### config.mk
export PLATFORM = sky130hd
export DESIGN_NAME = pwm_burst_sequencer
export DESIGN_NICKNAME = d
export VERILOG_FILES = /design/src/rtl/pwm_pkg.sv /design/src/rtl/pwm_period_counter.sv /design/src/rtl/pwm_burst_sequencer.sv
export SDC_FILE = /design/constraint.sdc
export NUM_CORES = 1
export LEC_CHECK = 0
export CAP_MARGIN = 20
export CORE_ASPECT_RATIO = 0.5
export CORE_UTILIZATION = 55
export DETAILED_ROUTE_END_ITERATION = 7
export PLACE_DENSITY = 0.77
export SLEW_MARGIN = 20
export SYNTH_ARGS = -nofsm -noshare
export SYNTH_HDL_FRONTEND = slang
export SYNTH_HIERARCHICAL = 1
export SYNTH_SLANG_ARGS = --single-unit
export TNS_END_PERCENT = 30
### constraint.sdc
create_clock -name clk_in -period 2.7 [get_ports clk_in]
set_input_delay 0.54 -clock clk_in [delete_from_list [all_inputs] [get_ports clk_in]]
set_output_delay 0.54 -clock clk_in [all_outputs]
set_load 0.005 [all_outputs]
### src/rtl/pwm_pkg.sv
// rtl/pwm_pkg.sv - shared states, rate codes and default periods for the PWM burst sequencer
package pwm_pkg;

    typedef enum logic [2:0] {
        ST_IDLE = 3'd0,
        ST_LOAD = 3'd1,
        ST_RUN  = 3'd2,
        ST_NEXT = 3'd3,
        ST_DONE = 3'd4
    } state_t;

    localparam logic [1:0] SEL_00  = 2'b00;
    localparam logic [1:0] SEL_01  = 2'b01;
    localparam logic [1:0] SEL_10  = 2'b10;
    localparam logic [1:0] SEL_END = 2'b11;

    localparam int DEF_PERIOD_00 = 10000;
    localparam int DEF_PERIOD_01 = 1000;
    localparam int DEF_PERIOD_10 = 100;

endpackage

### src/rtl/pwm_period_counter.sv
// rtl/pwm_period_counter.sv - free-running period counter with wrap and half-period decode
module pwm_period_counter #(
    parameter int CNT_W = 14
) (
    input  logic             clk_in,
    input  logic             refresh,
    input  logic             clr,
    input  logic             en,
    input  logic [CNT_W-1:0] period,
    output logic [CNT_W-1:0] cnt,
    output logic             last,
    output logic             hi
);

    assign last = (cnt == period - CNT_W'(1));
    assign hi   = (cnt < (period >> 1));

    always_ff @(posedge clk_in) begin
        if (!refresh || clr) begin
            cnt <= '0;
        end else if (en) begin
            cnt <= last ? '0 : cnt + CNT_W'(1);
        end
    end

endmodule

### src/rtl/pwm_burst_sequencer.sv
// rtl/pwm_burst_sequencer.sv - plays a 4-entry {rate, repeat} table as back-to-back PWM segments
module pwm_burst_sequencer
    import pwm_pkg::*;
#(
    parameter int CNT_W     = 14,
    parameter int REP_W     = 8,
    parameter int N_SEG     = 4,
    parameter int PERIOD_00 = DEF_PERIOD_00,
    parameter int PERIOD_01 = DEF_PERIOD_01,
    parameter int PERIOD_10 = DEF_PERIOD_10
) (
    input  logic             clk_in,
    input  logic             refresh,
    input  logic             start,
    input  logic             abort,
    input  logic             cfg_we,
    input  logic [1:0]       cfg_idx,
    input  logic [1:0]       cfg_sel,
    input  logic [REP_W-1:0] cfg_reps,
    output logic             clk_out,
    output logic             busy,
    output logic             done,
    output logic [1:0]       seg_idx,
    output logic             cfg_err
);

    state_t             state_q, state_d;
    logic [1:0]         tbl_sel  [N_SEG];
    logic [REP_W-1:0]   tbl_reps [N_SEG];
    logic [REP_W-1:0]   rep, reps_q;
    logic [CNT_W-1:0]   period_q, sel_period, cnt;
    logic               cnt_last, cnt_hi, rep_last;
    logic [1:0]         cur_sel;
    logic [REP_W-1:0]   cur_reps;

    assign cur_sel  = tbl_sel[seg_idx];
    assign cur_reps = tbl_reps[seg_idx];
    assign rep_last = (rep == reps_q - REP_W'(1));

    assign busy    = (state_q == ST_LOAD) || (state_q == ST_RUN) || (state_q == ST_NEXT);
    assign done    = (state_q == ST_DONE);
    assign clk_out = (state_q == ST_RUN) && cnt_hi;

    // Counter sits at zero outside RUN, so every segment starts on a fresh period.
    pwm_period_counter #(.CNT_W(CNT_W)) u_cnt (
        .clk_in  (clk_in),
        .refresh (refresh),
        .clr     ((state_q != ST_RUN) || abort),
        .en      (state_q == ST_RUN),
        .period  (period_q),
        .cnt     (cnt),
        .last    (cnt_last),
        .hi      (cnt_hi)
    );

    always_comb begin
        sel_period = CNT_W'(PERIOD_00);
        case (cur_sel)
            SEL_01:  sel_period = CNT_W'(PERIOD_01);
            SEL_10:  sel_period = CNT_W'(PERIOD_10);
            default: sel_period = CNT_W'(PERIOD_00);
        endcase
    end

    always_comb begin
        state_d = state_q;
        case (state_q)
            ST_IDLE: if (start) state_d = ST_LOAD;
            ST_LOAD: begin
                if (cur_sel == SEL_END)      state_d = ST_DONE;
                else if (cur_reps == '0)     state_d = ST_NEXT;
                else                         state_d = ST_RUN;
            end
            ST_RUN:  if (cnt_last && rep_last) state_d = ST_NEXT;
            ST_NEXT: state_d = (seg_idx == 2'd3) ? ST_DONE : ST_LOAD;
            ST_DONE: state_d = ST_IDLE;
            default: state_d = ST_IDLE;
        endcase
        if (abort) state_d = ST_IDLE;
    end

    always_ff @(posedge clk_in) begin
        if (!refresh) state_q <= ST_IDLE;
        else          state_q <= state_d;
    end

    always_ff @(posedge clk_in) begin
        if (!refresh) begin
            for (int i = 0; i < N_SEG; i++) begin
                tbl_sel[i]  <= SEL_END;
                tbl_reps[i] <= '0;
            end
            rep      <= '0;
            reps_q   <= '0;
            period_q <= '0;
            seg_idx  <= 2'd0;
            cfg_err  <= 1'b0;
        end else begin
            cfg_err <= cfg_we && busy;
            if (cfg_we && !busy) begin
                tbl_sel[cfg_idx]  <= cfg_sel;
                tbl_reps[cfg_idx] <= cfg_reps;
            end
            if (abort) begin
                rep     <= '0;
                seg_idx <= 2'd0;
            end else begin
                case (state_q)
                    ST_IDLE: seg_idx <= 2'd0;
                    ST_LOAD: if (state_d == ST_RUN) begin
                        period_q <= sel_period;
                        reps_q   <= cur_reps;
                        rep      <= '0;
                    end
                    ST_RUN:  if (cnt_last && !rep_last) rep <= rep + REP_W'(1);
                    ST_NEXT: if (seg_idx != 2'd3) seg_idx <= seg_idx + 2'd1;
                    ST_DONE: seg_idx <= 2'd0;
                    default: ;
                endcase
            end
        end
    end

endmodule

== After elaboration in Yosys (flattened, before gate mapping) ==
Memories as Yosys holds them, arrays and structs flattened. A register that Yosys moved wholly into a read port is not among the register bits.
Cells that the tools add are included.
Operators by class
  order comparisons: 1
  muxes and demuxes: 28
  reductions and logical operators: 23
  bitwise operators: 2
  equality and inequality tests: 16
  $add $sub $neg: 5
Operators by type and width (count)
  case mux 14 bit (2 select lines): 1
  two-way mux 8 bit: 3
  two-way mux 2 bit: 8
  case mux 8 bit (2 select lines): 1
  two-way mux 3 bit: 5
  adder 14 x 1 -> 14 bit (second input constant): 1
  equality test 14 bit: 1
  < comparator 14 x 13 -> 1 bit: 1
  two-way mux 14 bit: 1
  subtractor 14 x 1 -> 14 bit (second input constant): 1
  case mux 3 bit (4 select lines): 1
  equality test 3 x 2 -> 1 bit (second input constant): 3
  adder 8 x 1 -> 8 bit (second input constant): 1
  equality test 8 bit: 1
  zero test 8 bit: 1
  OR reduction 8 bit: 1
  subtractor 8 x 1 -> 8 bit (second input constant): 1
  two-way mux 1 bit: 7
  equality test 2 bit (second input constant): 3
  AND reduction 3 bit: 2
  OR reduction 2 bit: 3
  logical AND 1 bit: 5
  logical OR 1 bit: 4
  inequality test 2 x 1 -> 1 bit (second input constant): 2
  12 further kinds: 17
Storage, ports and cells
  logic and storage cells: 84
  input bits: 17
  register bits: 50
  output and inout bits: 6
  memories: 2
  bits in writable memories: 40
Memories
  tbl_reps: depth 4, bits a word 8, rd ports 1, clocked after Yosys merged registers in 1, wr ports 4, line pwm_burst_sequencer.sv:29  | logic [REP_W-1:0] tbl_reps [N_SEG];
  tbl_sel: depth 4, bits a word 2, rd ports 1, clocked after Yosys merged registers in 1, wr ports 4, line pwm_burst_sequencer.sv:28  | logic [1:0] tbl_sel [N_SEG];

== Depth between registers and ports, before layout ==
Gate-level depths: netlist (run 1).
  word-level depth: 10
  gate-level depth with buffers: 14
  mapped depth without buffers: 12

== Cells and area by module ==
The synthesis (run 1) kept the hierarchy.
Modules (own cells, without submodules)
  pwm_burst_sequencer: area each 3330.7 um^2, times used 1, cells each 282
  pwm_period_counter: area each 1517.7 um^2, times used 1, cells each 204

== Worst setup path before layout (run 1) ==
Ideal clock, no wire load.
  kind: reg2reg
  start point: register period_q[2]
  end point: register rep[3]
  setup time: 70 ps
  arrival time: 2853 ps
  required time: 2630 ps
  slack: -223 ps
  cell stages (with the launch flop): 13
  buffers on the path: 3
  cells stage by stage: dfxtp_1 buf_6 or4_1 clkbuf_2 or4_1 a32oi_1 a22oi_1 nor3_1 and2_1 o41ai_2 buf_2 or3_1 a21oi_1
Between the ends
  cells in the longest elaborated chain, start to end: 9
  elaborated cells on any way between the ends: 11
Ends and longest elaborated chain
  start: declaration: line pwm_burst_sequencer.sv:31  | logic [CNT_W-1:0] period_q, sel_period, cnt;
  start signal: assignment: line pwm_burst_sequencer.sv:111  | period_q <= sel_period;
  subtractor 14 x 1 -> 14 bit *: line pwm_period_counter.sv:15  | assign last = (cnt == period - CNT_W'(1));
  equality test 14 bit *: line pwm_period_counter.sv:15
  via cnt_last: line pwm_burst_sequencer.sv:32  | logic cnt_last, cnt_hi, rep_last;
  logical AND 1 bit: line pwm_burst_sequencer.sv:74  | ST_RUN: if (cnt_last && rep_last) state_d = ST_NEXT;
  two-way mux 3 bit: line pwm_burst_sequencer.sv:74
  case mux 3 bit (4 select lines): line pwm_burst_sequencer.sv:67  | case (state_q)
  two-way mux 3 bit: line pwm_burst_sequencer.sv:79  | if (abort) state_d = ST_IDLE;
  equality test 3 x 2 -> 1 bit: line pwm_burst_sequencer.sv:110  | ST_LOAD: if (state_d == ST_RUN) begin
  inequality test 2 x 1 -> 1 bit (no line)
  AND reduction 3 bit (no line) *
  end signal: assignment: line pwm_burst_sequencer.sv:115  | ST_RUN: if (cnt_last && !rep_last) rep <= rep + REP_W'(1);
  end: declaration: line pwm_burst_sequencer.sv:30  | logic [REP_W-1:0] rep, reps_q;
Mark *: on every way through the listed nets, which the timed path passes. The rest lies on a longest branch.
A chain may end at the register's enable or synchronous reset.

== Worst setup path after layout (run 1) ==
  start point: register period_q[2]
  end point: register rep[5]
The elaborated chain is that of the path after synthesis.

==> results of run 1 <==
sequential cells by signal (all words and copies together) (netlist names), named ones only:
register / flops
tbl_reps: 32
u_cnt/cnt: 14
rep: 8
reps_q: 8
tbl_sel: 8
period_q: 5
state_q: 3
seg_idx: 2
cfg_err: 1
routing by layer:
metal  global-route usage  part of all wire
met1                0.319              0.46
met2                0.435              0.48
met3               0.0637             0.039
met4               0.0716             0.014
met5                    0                 0
final timing paths:
kind	startpoint	to	slack, ns	depth (start not counted)
worst min-delay path	period_q[6]	period_q[6]	0.48	2
worst max-delay path	period_q[2]	rep[5]	-0.1	12
worst max register to register	period_q[2]	rep[5]	-0.1	12
worst min register to register	period_q[6]	period_q[6]	0.48	2
cell usage after synthesis, types with 10 or more instances:
master | instances | area share
nand3_1 | 10 | 0.010
ha_1 | 21 | 0.054
nor3_1 | 20 | 0.021
nor2_1 | 28 | 0.022
edfxtp_1 | 40 | 0.25
mux2i_1 | 13 | 0.027
xnor2_1 | 16 | 0.029
dfxtp_1 | 43 | 0.18
a21oi_1 | 14 | 0.014
inv_1 | 26 | 0.020
nand2_1 | 26 | 0.020
and2_1 | 37 | 0.048
clkbuf_1 | 13 | 0.010
xor2_1 | 17 | 0.031
nand2b_1 | 18 | 0.023
nor2b_1 | 17 | 0.022
mux4_2 | 10 | 0.046
o21ai_0 | 15 | 0.015
what timing repair did:
item                                    in CTS  in global routing
pin swaps                                   13                 13
hold buffers                                 0                  0
endpoints found under the setup margin      21                 32
resized for setup                           18                 25
setup buffers                                3                  4
gates cloned                                 1                  0
report_power, final:
group | switching (mW) | internal [mW] | leakage (nW)
combinational | 0.0988 | 0.0939 | 1.43
clock | 0.511 | 0.727 | 0.142
sequential | 0.0134 | 1.35 | 0.741
logic make-up after synthesis:
group / synth area share
buffers and inverters: 0.0436
AOI/OAI and AO/OA: 0.0963
DFF: 0.425
muxes: 0.0733
adders and majority gates: 0.0542
xor gates and xnor gates: 0.0596
other: 0.000773
and+or+nand+nor: 0.247
layout make-up:
class,instances,area [um^2]
Clock buffer,10,229
Inverter,26,97.6
Multi-Input combinational cell,372,2790
Tap cell,112,140
Timing Repair Buffer,73,642
Fill cell,588,2220
Sequential cell,83,2070
Clock inverter,6,71.3
worst max-delay path, stage by stage (launching register included):
cell	delay, ns
dfxtp_2	0.33
buf_6	0.11
buf_4	0.16
nor3_2	0.22
xnor2_1	0.12
o41ai_2	0.44
o31a_1	0.22
nand3_1	0.08
nor3_1	0.18
and2_4	0.20
o41ai_4	0.10
or4_1	0.42
a21oi_1	0.14
placed cells by master (no fill, tap or decap), types with 15 or more instances in the layout:
cell type        synthesis  final
nand2_1                 26     26
buf_4                    1     44
nor3_1                  20     16
inv_1                   26     24
dfxtp_1                 43     39
and2_1                  37     36
nor2_1                  28     27
xnor2_1                 16     15
xor2_1                  17     17
nand2b_1                18     18
conb_1                   1     16
edfxtp_1                40     40
clkdlybuf4s50_1          0     21
ha_1                    21     18
nor2b_1                 17     17
through the flow:
step                      instance area (um^2)  cells  power [mW]
after floorplan                           4910    501        1.49
after global placement                    5500    658        1.56
after detailed placement                  5500    658        1.57
after CTS                                 5910    678        2.81
after global routing                      6030    682        2.89
final                                     6030    682        2.80
==> summary.txt, run 1 <==
STA
  • Final min period: 2.80 ns
  • Hold slack final: 0.481 ns
  • Max_slew headroom: 0.384
  • RSZ-0062 raised after global routing: true
  • Highest Clock Rate: around 360 MHz
  • Final hold viol count: 0
  • Clock Skew: 0.00625 ns
  • Setup violations, final: 17
  • Setup TNS: -0.862 ns
  • Worst-Margin Slew: ~0.9 ns
  • Final Max Tran Viols: 0
  • Tcrit/Tclk final: 1.04
  • Post-route setup slack: -0.0954 ns

Outcome
  • Status: finished with violations
  • Failing checks: negative setup slack

Global routing
  • Vias in the first global route: 3,515
  • Global-route wire length before repair: 17,400 um
  • Pin count of the biggest net entering global routing: 21
  • Gr ovfl total: 0
  • Initial antenna violation count: 0
  • GRT Overall Usage: 0.252

Clock tree
  • Clk buf depth: 2
  • Sink Count: 83
  • Num CTS Buffers: 9
  • Clock root buffer: clkbuf_16
  • Htree depth: 3
  • CTS tree: done
  • Clk pin slew, worst setup/hold paths: about 0.060 ns
  • Skew-Pair Late Insertion Delay: 0.34 ns

Placed design
  • Place WS: -0.169 ns
  • RePlAce Congestion: roughly 0.9
  • Post-detail-place hpwl: 7440 um
  • Port bufs: 22

Detailed routing
  • Drt via density: 5.62
  • Pre-antenna DRT Iters: 5
  • DRC errors left: 0
  • Routed WL: 10,900 um
  • ANT nets after route: 0
  • Iter 0 DRT Violations: 196
  • Routed len/inst: 16.0 um
  • Vias: 3,831

Run
  • Number of max-cap violations: 0

Cells and area
  • Area Overhead vs Synth: 24.5%
  • Post-layout util: 0.731
  • Layout cells sized above 1: 0.211
  • # diodes: 0
  • Nets: ~600

Floorplan
  • Chip height: 68.4 um
  • Die W: 135 um
  • Initial Util: 0.587
  • Die Area: 0.00922 mm^2
  • # rows: 23
  • Ports: 23
  • Core area: 0.00826 mm^2

Worst hold path
  • Hold crit path type: reg -> reg

Logic synthesis
  • Average size of a mapped cell: roughly 10 um^2
  • Synth warn: 6
  • Main synth FF type: dfxtp_1
  • EDFF count, synth: 40
  • Synthesized area: 0.00485 mm^2
  • Sequential share of the synthesized area: 0.425
  • Library cells used by synthesis: 64
  • Post-synth ARST share: 0
  • Post-synthesis cell count: 486
  • FF+latch count, synth: between 80 and 90

Power
  • Power Density: 463 mW/mm^2
  • Peak supply drop: ~0.00057 V
  • Pleak: 2.32 nW

Critical path
  • Critical path data required time: 2.96 ns
  • CP arrival: 3.06 ns
  • CP Class: reg -> reg
  • Crit-path max FO: 8
  • CP Launch Type: flop
  • Crit. End Element: flop
(Power assumes the default switching activity.)
==> inputs of run 2 (changes only) <==
CORE_UTILIZATION = 61   (was 55)
PLACE_DENSITY = 0.8   (was 0.77)
clock period = 3.15 ns   (was 2.7 ns; I/O delays follow)
==> run 2 against run 1 <==
Net effect:
- the run now ends clean
- combinational power is 22% lower
- die area is 9.6% lower
- flip-flop and latch count stayed put
- core utilization is 1.9 points higher
- hold slack better by 0.043 ns
- clock power is 16% lower
- sequential power is 15% lower
- critical path type unchanged
- largest power group unchanged
==> summary.txt, run 2 (same netlist as run 1, synthesis figures left out) <==
STA
  • Tcrit/Tclk final: 0.957
  • Max_slew headroom: 0.570
  • Final Max Tran Viols: 0
  • Clock Skew: 0.00634 ns
  • Final min period: 3.01 ns
  • Worst-Margin Slew: 0.638 ns
  • Final hold viol count: 0
  • Setup violations, final: 0
  • RSZ-0062 raised after global routing: true
  • Highest Clock Rate: between 300 and 400 MHz

Floorplan
  • # rows: 22
  • Die Area: around 0.0083 mm^2
  • Initial Util: 0.645
  • Ports: 23
  • Chip height: 65.0 um
  • Core area: 0.00751 mm^2
  • Die W: 128 um

Detailed routing
  • Routed len/inst: 15.6 um
  • Routed WL: between 10,000 and 15,000 um
  • ANT nets after route: 0
  • Vias: about 3,700
  • Iter 0 DRT Violations: 337
  • DRC errors left: 0
  • Drt via density: 5.68
  • Pre-antenna DRT Iters: 4

Critical path
  • Critical path's top delay family: simple AND/OR/NAND/NOR gates
  • Crit. End Element: flop
  • Worst path bufs/invs: 1
  • R2r setup slk: about 0.14 ns
  • CP Class: reg -> reg
  • CP Launch Type: flop
  • Crit-path max FO: 8
  • R2R depth: 10
  • CP cell instances: buf_4 > or3_1 > or4_1 > a32oi_1 > a22oi_1 > nor3_1 > and2_1 > o41ai_2 > or4_1 > a21oi_1
  • CP max stage delay: 0.51 ns
  • Slowest-stage cell, CP: or4_1
  • Capture point of the worst reg-to-reg path: rep[5]
  • FF-to-FF Start: period_q[7]
  • CP arrival: 3.28 ns
  • Cell mode on critical path: or4_1
  • Critical path data required time: 3.42 ns

Power
  • Net Sw Frac: 0.220
  • P_sw: between 500 and 600 uW
  • Flop pwr share: 0.495
  • Comb power frac: 0.064
  • Peak supply drop: 0.000310 V
  • Pleak: 2.16 nW
  • Power Density: 420 mW/mm^2
  • Pint: 1.85 mW
  • Clk pwr share: 0.441
  • Design Power: 2.37 mW

Clock tree
  • Clk pin slew, worst setup/hold paths: around 0.060 ns
  • Clock root buffer: clkbuf_16
  • CTS tree: done
  • Skew-Pair Late Insertion Delay: roughly 0.34 ns
  • Sink Count: 83
  • Clk buf depth: 2
  • Post-CTS Hold Buffers: 0
  • Htree depth: 3
  • Num CTS Buffers: 9

Worst hold path
  • HP Start: rep[7]
  • Hold crit path type: reg -> reg
  • Hold Crit Endpoint: rep[7]
  • Hold Path Cell Cnt: 2

Global routing
  • GRT Overall Usage: 0.261
  • Pin count of the biggest net entering global routing: 21
  • Gr ovfl total: 0
  • Initial antenna violation count: 0
  • Global-route wire length before repair: 16,300 um
  • Vias in the first global route: approximately 3,300

Cells and area
  • Layout cells sized above 1: 0.118
  • Top Registers: tbl_reps x32, u_cnt/cnt x14
  • Largest Register: tbl_reps
  • Area Overhead vs Synth: 16.2%
  • Nets: 574
  • Non-filler cells, final: about 650
  • Most common cell after layout, fill and taps aside: dfxtp_1
  • # diodes: 0
  • Fin area: approximately 0.0056 mm^2
  • Most frequent cells in the layout: dfxtp_1, edfxtp_1, and2_1, nor2_1
  • Largest register FFs: 32

Placed design
  • RePlAce Congestion: 0.893
  • Post-detail-place hpwl: a little under 7000 um
  • Placed cells: 632
  • DP Area: ~0.0053 mm^2
  • Port bufs: 22

Run
  • Number of max-cap violations: 0

Outcome
  • Status: completed
## run 2: repair_timing
action / CTS / global route
pin swaps: 1 / 1
endpoints found under the setup margin: 1 / 6
setup buffers: 1 / 0
resized for setup: 5 / 3
## run 2: area by class of cell
type / instances / area [um^2]
Sequential cell: 83 / 2070
Timing Repair Buffer: 45 / 395
Fill cell: 533 / 1880
Multi-Input combinational cell: 371 / 2650
Tap cell: 108 / 135
Clock buffer: 10 / 229
Inverter: 26 / 97.6
Clock inverter: 6 / 63.8
## run 2: metrics by stage
stage                     worst slack, ns  hold slack (ns)   util  TNS (ns)
after floorplan                     0.227            0.463      -         0
after global placement              0.248            0.497  0.707         0
after detailed placement            0.145            0.504  0.707         0
after CTS                         0.00348            0.525  0.748         0
after global routing              -0.0284            0.551  0.750   -0.0454
final                               0.135            0.525  0.750         0
## run 2: power by group through the flow
stage | combinational [mW] | clock, mW | sequential, mW
CTS | 0.148 | 1.05 | 1.17
global placement | 0.143 | 0 | 1.19
floorplan | 0.0910 | 0 | 1.19
detailed placement | 0.146 | 0 | 1.19
global route | 0.166 | 1.09 | 1.17
finish | 0.151 | 1.04 | 1.17
## run 2: worst min-delay path, cell delays in order (launching register included)
cell and delay, ns:
dfxtp_1 0.34, o31ai_1 0.08, a21oi_1 0.06
## run 2: worst max path at each step
stage	startpoint	to	depth (start not counted)
after floorplan	period_q[2]	rep[3]	12
after global placement	period_q[2]	rep[4]	9
after detailed placement	period_q[2]	rep[5]	11
after CTS	period_q[2]	clk_out	10
after global routing	period_q[7]	rep[5]	10
final	period_q[7]	rep[5]	10
## run 2: per-layer routing
layer	share of wire	vias up	track usage
met2	0.47	81	0.442
met3	0.042	11	0.0652
li1	-	1837	-
met4	0.016	0	0.0956
met1	0.47	1756	0.327
met5	0	-	0
==> patch 1 (settings of run 2) <==
The 5 states of `state_t` get a Gray code encoding in 3 bits.
--- a/src/rtl/pwm_pkg.sv
+++ b/src/rtl/pwm_pkg.sv
@@ -3,9 +3,9 @@
 
     typedef enum logic [2:0] {
-        ST_IDLE = 3'd0,
-        ST_LOAD = 3'd1,
-        ST_RUN  = 3'd2,
-        ST_NEXT = 3'd3,
-        ST_DONE = 3'd4
+        ST_IDLE = 3'b000,
+        ST_LOAD = 3'b001,
+        ST_RUN  = 3'b011,
+        ST_NEXT = 3'b010,
+        ST_DONE = 3'b110
     } state_t;
 
Behaviour: same outputs for any inputs over 10 cycles, from zero or initial values; not proved beyond that.
==> patch 1 against run 2 <==
The run now ends with setup timing left; area after synthesis is 5.0% higher; total power increased by 0.67%; combinational power grew 15%; via count increased by 8.7%; clock skew shrank 0.00094 ns; worst setup slack worse by 0.24 ns; final area grew 6.5%; sequential share of layout area decreased by 2.3 points; non-clock buffer count up 10; critical path depth up 3; sequential cell count unchanged; wire length increased by 13%; highest routed layer unchanged.
==> patch 1: results (changes against run 2) <==
[run_status]
status = finished with violations  ; was complete, no violations
violations = setup timing

[cells_and_area]
drive_gt1_frac = 0.1684  ; was 0.1183
buf_share = 0.07967  ; was 0.07019
num-nonclk-inverters = 27  ; was 26
n_all_buffers = 55  ; was 45
multi_input_area_mm2 = 0.002922  ; was 0.002645 mm²
seq-cell-share = 0.3443  ; was 0.3669

[timing]
skew_ns = 0.005405  ; was 0.006343 ns
relSlewSlack = 0.6075  ; was 0.5701
timing.hold.ws_ns = 0.5451  ; was 0.5246 ns
setup_violations = 1  ; was 0
tns_ns = -0.1042  ; was 0 ns
timing.final.ws_setup_ns = -0.1042  ; was 0.1355 ns

[min_path]
worstHoldEndpoint = period_q[2]$_SDFFE_PN0P_  ; was rep[7]$_SDFFE_PP0P_
min_from = period_q[2]$_SDFFE_PN0P_  ; was rep[7]$_SDFFE_PP0P_

[detailed_routing]
wl_um = 11480  ; was 10130 µm
viasPerCell = 5.823  ; was 5.678
drtIter0Drc = 206  ; was 337
first_pass_iters = 5  ; was 4

[logic_synthesis]
synth_commonest_cells = dfxtp_1 (43), edfxtp_1 (40), and2_1 (34), nand2_1 (34), nor2_1 (33)  ; was dfxtp_1 (43), edfxtp_1 (40), and2_1 (37)
synth_cell_types = 73  ; was 64
yosysSeqAreaShare = 0.4049  ; was 0.4253
avgSynthCellArea_um2 = 9.812  ; was 9.976 µm²
synthMuxAreaShare = 0.06781  ; was 0.07329
synthAdderAreaFrac = 0.05160  ; was 0.05419
synth-xor-area-share = 0.06364  ; was 0.05961

[global_routing]
grt_pass1_wl_um = 18290  ; was 16310 µm
grt_usage = 0.2731  ; was 0.2611
grt_pass1_vias = 3815  ; was 3343

[critical_path]
r2r-start = period_q[10]$_SDFFE_PN0P_  ; was period_q[7]$_SDFFE_PN0P_
r2r_end = rep[7]$_SDFFE_PP0P_  ; was rep[5]$_SDFFE_PP0P_
worst-path-max-fanout = 11  ; was 8
cp_slowest_stage_delay_ns = 0.48  ; was 0.51 ns
cp.arrival_ns = 3.53  ; was 3.28 ns

[power]
power.switching_mw = 0.5268  ; was 0.5197 mW
power_leakage_nw = 2.201  ; was 2.165 nW
ir_drop_mv = 0.3939  ; was 0.3104 mV

[place]
place_inst = 663  ; was 632
place_area_mm2 = 0.005548  ; was 0.005311 mm²

==> patch 1: power groups by stage <==
stage | clock network, mW | logic [mW] | registers [mW]
final | 1.04 | 0.174 | 1.17
after global routing | 1.10 | 0.189 | 1.17
after detailed placement | 0 | 0.158 | 1.19
after CTS | 1.05 | 0.167 | 1.17
after floorplan | 0 | 0.102 | 1.19
after global placement | 0 | 0.155 | 1.19
==> patch 1: stage by stage <==
step / worst slack, ns / power, mW
detailed placement: -0.1051 / 1.351
global placement: -0.009357 / 1.346
finish: -0.1042 / 2.383
global route: -0.2228 / 2.457
CTS: -0.01803 / 2.386
floorplan: 0.009522 / 1.290
==> patch 1: routing by layer <==
| layer | global-route usage | share of wire |
|---|---|---|
| met4 | 0.09559 | 0.015 |
| met1 | 0.3095 | 0.43 |
| met2 | 0.5206 | 0.51 |
| met5 | 0 | 0 |
| met3 | 0.05784 | 0.046 |
==> patch 1: how the worst max path moves through the flow <==
stage	start	to	slack, ns	depth (start not counted)
after CTS	period_q[6]$_SDFFE_PN0P_	rep[7]$_SDFFE_PP0P_	-0.02	12
after floorplan	period_q[10]$_SDFFE_PN0P_	rep[7]$_SDFFE_PP0P_	0.01	12
after global routing	period_q[6]$_SDFFE_PN0P_	rep[7]$_SDFFE_PP0P_	-0.22	12
final	period_q[10]$_SDFFE_PN0P_	rep[7]$_SDFFE_PP0P_	-0.10	13
after detailed placement	period_q[6]$_SDFFE_PN0P_	rep[7]$_SDFFE_PP0P_	-0.11	11
after global placement	period_q[6]$_SDFFE_PN0P_	rep[7]$_SDFFE_PP0P_	-0.009	11
==> patch 1: timing repair <==
action	in CTS	in global routing
setup endpoints to repair	3	16
pin swaps	10	8
resized for setup	15	8
buffers inserted	9	0
==> patch 2 (flow settings as in run 2) <==
Without the edit above. Change the parameter `N_SEG` from 4 to 8.
--- a/src/rtl/pwm_burst_sequencer.sv
+++ b/src/rtl/pwm_burst_sequencer.sv
@@ -5,5 +5,5 @@
     parameter int CNT_W     = 14,
     parameter int REP_W     = 8,
-    parameter int N_SEG     = 4,
+    parameter int N_SEG     = 8,
     parameter int PERIOD_00 = DEF_PERIOD_00,
     parameter int PERIOD_01 = DEF_PERIOD_01,
Function: same outputs for any inputs over 10 cycles, from zero or initial values; that may be too few to reach the edited logic, so the function may still have changed.
==> patch 2 against run 2 <==
Sequential cell count stayed put; synthesized cell count increased by 0.21%; global-route usage fell by 0.080 points; maximum frequency fell by 3.0%; wire length down 0.25%; final area rose by 0.60%; non-clock buffer count is 5 lower; critical endpoint unchanged; largest cell class unchanged; core utilization shrank 0.099 points; worst hold slack got worse by 0.0027 ns; total power shrank 2.1%; worst setup slack got worse by 0.092 ns; area after synthesis increased by 1.8%; clock skew shrank 0.0011 ns.
==> patch 2: results (changes against run 2) <==
[run_status]
status = complete, no violations  ; unchanged

[place]
place_area_mm2 = 0.005354  ; was 0.005311 mm²
port_buffers = 22  ; unchanged
gp_congestion = 0.8932  ; was 0.8927
hpwl_um = 7162  ; was 6951 µm

[timing]
skew_ns = 0.005264  ; was 0.006343 ns
relSlewSlack = 0.6167  ; was 0.5701

[cells_and_area]
drive_gt1_frac = 0.1009  ; was 0.1183
nNetsFinal = 569  ; was 574
fillerInstances = 539  ; was 533

[power]
power_leakage_nw = 2.093  ; was 2.165 nW
ir_drop_mv = 0.4525  ; was 0.3104 mV

[detailed_routing]
drtIter0Drc = 268  ; was 337
first_pass_iters = 5  ; was 4
route.met3.wl_um = 485  ; was 424 µm
highest_layer = met4  ; unchanged
wl_um = 10110  ; was 10130 µm
viasPerCell = 5.820  ; was 5.678
drt-met1-wl_um = 4679  ; was 4757 µm

[global_routing]
grt_pass1_vias = 3480  ; was 3343
globalRouteMet3Util = 0.06433  ; was 0.06524
grt_usage = 0.2603  ; was 0.2611
grt_max_degree = 22  ; was 21
grt_pass1_wl_um = 16590  ; was 16310 µm
use_met1 = 0.3367  ; was 0.3268

[clock_network]
path_clk_slew_ns = 0.06  ; about the same
h-tree-depth = 3  ; unchanged

[critical_path]
critPathSlowestCell = or4_1  ; unchanged
cp_slowest_stage_delay_ns = 0.56  ; was 0.51 ns
worst-path-max-fanout = 7  ; was 8
startpoint = period_q[2]$_SDFFE_PN0P_  ; was period_q[7]$_SDFFE_PN0P_
cp.arrival_ns = 3.33  ; was 3.28 ns
rrSetupSlack_ns = 0.04  ; was 0.14 ns

[logic_synthesis]
yosysSeqAreaShare = 0.4180  ; was 0.4253
synth_cell_types = 67  ; was 64
synthTopCellsByArea = edfxtp_1 (24%), dfxtp_1 (17%), ha_1 (5.3%)  ; was edfxtp_1 (25%), dfxtp_1 (18%), ha_1 (5.4%)

[min_path]
min_from = u_cnt/cnt[1]$_SDFFE_PP0P_  ; was rep[7]$_SDFFE_PP0P_

patch 2: cell families after synthesis:
family | synth area share
XOR/XNOR | 0.07279
AND/OR/NAND/NOR | 0.2343
adder cells (fa/ha/maj) | 0.05326
AO/OA/AOI/OAI | 0.1025
other | 0.0007601
flip-flops | 0.4180
buffers and inverters | 0.04311
multiplexers | 0.07532
patch 2: worst min-delay path, delay by kind of cell (launching register included):
family	cells	cell delay (ns)
DFF	1	0.35
and+or+nand+nor	1	0.07
AOI/OAI and AO/OA	1	0.06
patch 2: worst paths after layout:
path | to | depth (start not counted)
setup / recovery | rep[5]$_SDFFE_PP0P_ | 9
hold / removal | u_cnt/cnt[1]$_SDFFE_PP0P_ | 2
setup reg to reg | rep[5]$_SDFFE_PP0P_ | 9
hold reg to reg | u_cnt/cnt[1]$_SDFFE_PP0P_ | 2
patch 2: through the flow:
stage,cells,util,setup WS [ns]
after floorplan,502,-,0.1317
after global placement,627,0.7073,0.1944
after detailed placement,627,0.7073,0.04862
after CTS,643,0.7473,0.03507
after global routing,643,0.7486,-0.1090
final,643,0.7486,0.04321
patch 2: what timing repair did:
action | in CTS | in global routing
endpoints found under the setup margin | 1 | 5
resized for setup | 7 | 4
pin swaps | 3 | 0
buffers inserted | 1 | 0
patch 2: power groups by stage:
stage               Sequential [mW]  Combinational (mW)  Clock, mW
floorplan                      1.18              0.0867          0
global placement               1.19               0.136          0
detailed placement             1.19               0.138          0
CTS                            1.16               0.140       1.02
global route                   1.17               0.156       1.07
finish                         1.16               0.143       1.01
patch 2: final cells by class:
type,count,area (µm²),share of cell area
multi-input combinational,372,2729,0.4816
sequential,83,2066,0.3645
timing repair buffer,40,357.8,0.06315
clock buffer,11,232.7,0.04107
tap,108,135.1,0.02385
inverter,25,93.84,0.01656
clock inverter,4,52.55,0.009274
